[config.mk]
export PLATFORM = sky130hd
export DESIGN_NAME = pipe_stage_reg
export DESIGN_NICKNAME = d
export VERILOG_FILES = /design/src/rtl/pipe_stage_reg.sv
export SDC_FILE = /design/constraint.sdc
export NUM_CORES = 1
export LEC_CHECK = 0
export CAP_MARGIN = 20
export CORE_AREA = 2 2 151 153
export CTS_BUF_LIST = sky130_fd_sc_hd__clkbuf_2 sky130_fd_sc_hd__clkbuf_4 sky130_fd_sc_hd__clkbuf_8
export DETAILED_ROUTE_END_ITERATION = 10
export DIE_AREA = 0 0 153 155
export PLACE_DENSITY = 0.76
export SETUP_SLACK_MARGIN = 0.3
export SLEW_MARGIN = 40
export SYNTH_ARGS = -nofsm -noshare
export SYNTH_HDL_FRONTEND = slang
export SYNTH_SLANG_ARGS = --single-unit
[constraint.sdc]
create_clock -name clk -period 2.9 [get_ports clk]
set_clock_uncertainty 0.05 [all_clocks]
set_input_delay 0.435 -clock clk [delete_from_list [all_inputs] [get_ports clk]]
set_output_delay 0.435 -clock clk [all_outputs]
set_load 0.01 [all_outputs]
[src/rtl/pipe_stage_reg.sv]
// Pipeline stage register: valid/ready payload buffer with flush-to-bubble and a stall-cycle counter.
// One cycle in-to-out; SKID=1 absorbs one in-flight beat and keeps in_ready registered, SKID=0 passes out_ready through.
module pipe_stage_reg #(
  parameter int WIDTH = 128,
  parameter int SKID  = 1
) (
  input  logic             clk,
  input  logic             rst,
  input  logic             i_flush,
  input  logic             i_in_valid,
  output logic             o_in_ready,
  input  logic [WIDTH-1:0] i_in_data,
  output logic             o_out_valid,
  input  logic             i_out_ready,
  output logic [WIDTH-1:0] o_out_data,
  output logic [1:0]       o_occupancy,
  output logic [15:0]      o_stall_cnt
);

  logic             r_m_v;
  logic             r_s_v;
  logic [WIDTH-1:0] r_m_d;
  logic [WIDTH-1:0] r_s_d;
  logic [15:0]      r_stall_cnt;

  logic             w_in_fire;
  logic             w_out_fire;
  logic             w_m_v_nxt;
  logic             w_s_v_nxt;
  logic [WIDTH-1:0] w_m_d_nxt;
  logic [WIDTH-1:0] w_s_d_nxt;

  assign o_in_ready  = (SKID != 0) ? ~r_s_v : (~r_m_v | i_out_ready);
  assign w_in_fire   = i_in_valid & o_in_ready;
  assign w_out_fire  = r_m_v & i_out_ready;
  assign o_out_valid = r_m_v;
  assign o_out_data  = r_m_d;
  assign o_occupancy = {1'b0, r_m_v} + {1'b0, r_s_v};
  assign o_stall_cnt = r_stall_cnt;

  // Every path that empties an entry also zeroes its payload so bubbles read as nops.
  always_comb begin
    w_m_v_nxt = r_m_v;
    w_m_d_nxt = r_m_d;
    w_s_v_nxt = r_s_v;
    w_s_d_nxt = r_s_d;
    if (SKID == 0) begin
      w_s_v_nxt = 1'b0;
      w_s_d_nxt = '0;
      if (w_in_fire) begin
        w_m_v_nxt = 1'b1;
        w_m_d_nxt = i_in_data;
      end else if (w_out_fire) begin
        w_m_v_nxt = 1'b0;
        w_m_d_nxt = '0;
      end
    end else if (!r_m_v || w_out_fire) begin
      if (r_s_v) begin
        w_m_v_nxt = 1'b1;
        w_m_d_nxt = r_s_d;
        w_s_v_nxt = 1'b0;
        w_s_d_nxt = '0;
        if (w_in_fire) begin
          w_s_v_nxt = 1'b1;
          w_s_d_nxt = i_in_data;
        end
      end else if (w_in_fire) begin
        w_m_v_nxt = 1'b1;
        w_m_d_nxt = i_in_data;
      end else begin
        w_m_v_nxt = 1'b0;
        w_m_d_nxt = '0;
      end
    end else if (w_in_fire) begin
      w_s_v_nxt = 1'b1;
      w_s_d_nxt = i_in_data;
    end
  end

  always_ff @(posedge clk) begin
    if (rst || i_flush) begin
      r_m_v <= 1'b0;
      r_m_d <= '0;
      r_s_v <= 1'b0;
      r_s_d <= '0;
    end else begin
      r_m_v <= w_m_v_nxt;
      r_m_d <= w_m_d_nxt;
      r_s_v <= w_s_v_nxt;
      r_s_d <= w_s_d_nxt;
    end
  end

  // Profiling counter survives flush; only reset clears it.
  always_ff @(posedge clk) begin
    if (rst) begin
      r_stall_cnt <= '0;
    end else if (r_m_v && !i_out_ready && (r_stall_cnt != 16'hFFFF)) begin
      r_stall_cnt <= r_stall_cnt + 16'd1;
    end
  end

endmodule

# After elaboration in Yosys (flattened, before gate mapping)

Cells that the tools add are included.

Register bits after elaboration: 274
Latch bits: 0
Bits in writable memories: 0
Bits in read-only memories: 0
Bits of input ports: 133
Output and inout port bits: 148
Word-level logic and storage cells: 30
Memories: 0

Add/sub/neg operators: 2
$mul: 0
Divide/modulo/power cells: 0
Magnitude comparators: 0
Equality and inequality tests: 2
Shift-type cells: 0
Muxes and demuxes: 10
Bitwise operators: 3
Reductions and logical operators: 8

Operators with widths:

| cell                                          | number |
|---|---|
| 2-to-1 mux 128 bit                            | 5 |
| adder 16 x 1 -> 16 bit, second input constant | 1 |
| inequality test 16 bit, second input constant | 1 |
| 2-to-1 mux 1 bit                              | 5 |
| adder 1 x 1 -> 2 bit                          | 1 |
| AND 1 bit                                     | 2 |
| logical AND 1 bit                             | 2 |
| zero test 1 bit                               | 2 |
| logical OR 1 bit                              | 2 |
| inequality test 2 bit, second input constant  | 1 |
| AND reduction 2 bit                           | 1 |
| nonzero test 2 bit                            | 1 |
| NOT 1 bit                                     | 1 |

# Logic depth before layout (Yosys ltp)

Depth after elaboration: 5
Gate-level depth with buffers: 8
Mapped depth without buffers: 5

# Worst setup path before layout

No wires, ideal clock.

Kind: register to register
From: register r_stall_cnt[0] (netlist: o_stall_cnt[0])
To: register r_stall_cnt[1] (netlist: o_stall_cnt[1])
Library setup time: 128 ps
Arrival time: 1,839 ps
Data required time: 2,722 ps
Path slack: 884 ps
Stages on the path, launching flop included: 8
Path buffers: 2
Clock period less this slack: 2,016 ps
Cells stage by stage: dfxtp_1 ha_1 nand3_1 o41ai_1 buf_2 buf_4 mux2i_1 nor2_1

Cells in the longest elaborated chain, start to end: 2
Elaborated cells on any way between the ends: 3
Those cells by class: 1 x add/sub; 1 x eq/ne; 1 x reduce/logical

RTL lines:

| what                                                           | RTL line | text |
|---|---|---|
| start, declared                                                | 24       | `logic [15:0] r_stall_cnt;` |
| start signal, assigned                                         | 99       | `r_stall_cnt <= r_stall_cnt + 16'd1;` |
| branches (longest 2 deep; another with adder 16 x 1 -> 16 bit) | -        |  |

Several ways; the timed one is not identified.
A chain may end at the register's enable or synchronous reset.

# Worst setup path in the final report

From: register r_m_v (netlist: o_out_valid)
To: output port o_occupancy[0]

Cells in the longest elaborated chain, start to end: 1

RTL lines:

| what                   | RTL line | text |
|---|---|---|
| start, declared        | 20       | `logic r_m_v;` |
| start signal, assigned | 87       | `r_m_v <= w_m_v_nxt;` |
| adder 1 x 1 -> 2 bit   | 38       | `assign o_occupancy = {1'b0, r_m_v} + {1'b0, r_s_v};` |
| end, declared          | 16       | `output logic [1:0] o_occupancy,` |

Every way passes these cells.

==> impl_results.md <==
- Outcome: complete, no violations
- Gate power share: 8.8%
- Worst hold path cell count: 1
- CP Class: reg2out
- Crit-path max FO: 5
- Post-CTS setup buffers: 0
- Die ar.: about 24000 µm²
- Reg2Reg Setup Slack: 0.81 ns
- First-pass GRT wire length: around 46000 µm
- Asr flop ratio synth: 0%
- Nets: approximately 1.4k
- HP Start: r_s_d[43]
- # H-tree levels: 2
- Synth Area per Inst: about 10 µm²
- Initial Util: 44.32%
- Die width: about 150 µm
- Crit path launch type: flip-flop
- DR DRC count: 0
- Area of the mapped netlist: slightly below 10000 µm²
- GRT overflow: 0
- Clock latency on the worst-skew pair: about 0.53 ns
- Share of the synthesized area in the top cell type: 55.68%
- Number of synthesized flops with an enable pin: 0
- DR vias: between 9k and 10k
- Worst Hold Endpoint: r_s_d[43]
- Routability cong.: 0.7714
- Largest net degree at the start of global routing: 128
- Final wirelength: about 30000 µm
- Clock buffers created by TritonCTS: 46
- Worst-margin pin slew: 0.6826 ns
- Dpl hpwl: around 17000 µm
- Flops & latches, synth: roughly 270
- Tmin final: 2.279 ns
- Setup TNS: 0 ns
- Placed Area: roughly 13000 µm²
- Initial antenna violation count: 1
- Clock-pin slew on the worst setup and hold paths: ~0.060 ns
- PwrDens: about 590 nW/µm²
- Vias in the first global route: about 9k
- Final worst-path cycle share: roughly four fifths
- DR vias/cell: about 6
- Gr usage total: about a quarter
- Row Count: 55
- Worst Path Required: 2.41 ns
- Clock sink count: ~270
- Leak: 5.167 nW
- Top_reg_cell synth: dfxtp_1
- Core area: ~22000 µm²
- CTS tree: done
- Layout cells sized above 1: 8.583%
- Maxcap violations: 0
- Area leader, netlist: dfxtp_1
- I/O Pins: roughly 280
- Reg2reg end: o_stall_cnt[14]
- Port Buffers: 280
- Fill cell count: between 1.5k and 2k
- CTS resizes: 0
- Post-Syn Instances: between 900 and 1k
- DR iter-0 viols: between 500 and 600
- Crit. End Element: output port
- P_int: around 6.3 mW
- Min-delay worst type: reg2reg
- Slew HR: 54.49%
- DRT Pass-1 Iters: 5
- Max Buffers Root-to-Sink: 3
- Final Hold Viols: 0
- Post-DR wirelength/cell: between 15 and 20 µm
- Arr. time, crit path: roughly 1.8 ns
- Reg2reg start: o_stall_cnt[0]
- Fin. max-slew vios: 0
- RSZ-0062 raised after global routing: no
- Area Overhead vs Synth: 40.21%
- Post-Layout Inst Area: ~14000 µm²
- Clk root buf: clkbuf_8
- Sw power: ~1.9 mW
- Peak Freq: 438.8 MHz
- R2R depth: 5
- Clock share of power: about 44%
- Netlist cell types: 33
- Setup violators final: 0
- Routed Antenna Nets: 0
- Post-synthesis sequential area ratio: between 50 and 60%
- Height of the die: ~160 µm
- Synth area leaders: dfxtp_1 56%, a221oi_1 11%, a22o_1 9.5%
- Syn nets: 1134
- Yosys warning count: 0
- Worst vdd ir: 0.5017 mV
- Switching Fraction: 23.04%
- Sequential power share: roughly 47%
- # hold bufs at CTS: 0
[power groups by stage]
stage                     Sequential (mW)  Clock (mW)  Combinational, mW
final                                3.88        3.58              0.723
after global routing                 3.89        3.83              0.773
after CTS                            3.88        3.66              0.725
after detailed placement             3.96           0              0.721
after global placement               3.96           0              0.711
after floorplan                      3.98           0              0.270
[cell usage after synthesis (all sizes together), types with 4 or more instances]
master and count:
a221oi 126, nand3 4, a22o 107, or4 5, nand2 6, nand4 5, a22oi 21, or3 10
o31ai 5, dfxtp 274, nor2 153, o21ai 8, nor3 127, nor2b 4, buf 18, a21oi 17
clkbuf 90
[how the worst max path moves through the flow]
stage                               from               to  slack, ns
after global placement       i_out_ready  o_stall_cnt[14]       0.44
final                        o_out_valid   o_occupancy[0]       0.62
after floorplan           o_stall_cnt[0]   o_stall_cnt[1]       0.88
after CTS                    o_out_valid   o_occupancy[0]       0.59
after detailed placement     i_out_ready  o_stall_cnt[14]       0.45
after global routing         o_out_valid   o_occupancy[0]       0.55
[metrics by stage]
step	util (%)	power, mW	hold WS [ns]	worst slack [ns]	instances
after floorplan	-	4.253	0.3922	0.8836	999
after global placement	57.74	4.671	0.4056	0.4358	1473
after detailed placement	57.74	4.682	0.4057	0.4451	1473
after CTS	62.13	8.263	0.4264	0.5868	1555
after global routing	62.14	8.493	0.4361	0.5481	1556
final	62.14	8.187	0.4256	0.6209	1556
[per-layer routing]
| layer | vias up | global-route usage, % | wire, µm |
|---|---|---|---|
| met4 | 0 | 8.907 | 719 |
| met2 | 370 | 36.62 | 13740 |
| li1 | 4281 | - | - |
| met1 | 4503 | 31.72 | 12990 |
| met5 | - | 0 | 0 |
| met3 | 62 | 5.627 | 2055 |
[area by class of cell]
type	instances	area, µm²	area share, %
multi-input combinational	615	3964	28.70
inverter	2	7.507	0.05435
tap	285	356.6	2.582
sequential	274	5489	39.74
timing repair buffer	297	3018	21.85
clock buffer	70	863.3	6.250
clock inverter	12	112.6	0.8152
antenna	1	2.502	0.01812
[critical path, cell delays in order (launching register included)]
cell and delay (ns):
dfxtp_1 0.51, ha_1 0.29, clkdlybuf4s50_1 0.47
[kinds of logic after synthesis]
group / Yosys count / synth area share, %
AND/OR/NAND/NOR: 321 / 14.91
multiplexers: 1 / 0.1016
flip-flops: 274 / 55.68
adder cells (fa/ha/maj): 2 / 0.2540
AO/OA/AOI/OAI: 290 / 24.47
XOR/XNOR: 1 / 0.08892
buffers and inverters: 110 / 4.496
[cell usage in the layout, fill, tap and decap left out, types with 4 or more instances in the layout]
| cell type | instances |
|---|---|
| nand4_1 | 5 |
| or4_1 | 5 |
| nand2_1 | 6 |
| clkdlybuf4s50_1 | 280 |
| a22o_1 | 107 |
| or3_1 | 10 |
| o31ai_1 | 5 |
| clkbuf_8 | 54 |
| clkinv_2 | 9 |
| buf_4 | 10 |
| nor2_1 | 153 |
| buf_12 | 7 |
| a21oi_1 | 17 |
| nor2b_4 | 4 |
| a221oi_1 | 126 |
| dfxtp_1 | 273 |
| a22oi_1 | 21 |
| clkbuf_4 | 16 |
| nor3_1 | 127 |
| nand3_1 | 4 |
| o21ai_0 | 8 |
[flip-flops by register name, indices dropped and copies added, names as in the netlist]
name         count
o_stall_cnt     16
o_out_data     128
o_out_valid      1
r_s_v            1
r_s_d          128
Note: power is estimated with default switching activity, not from simulation.
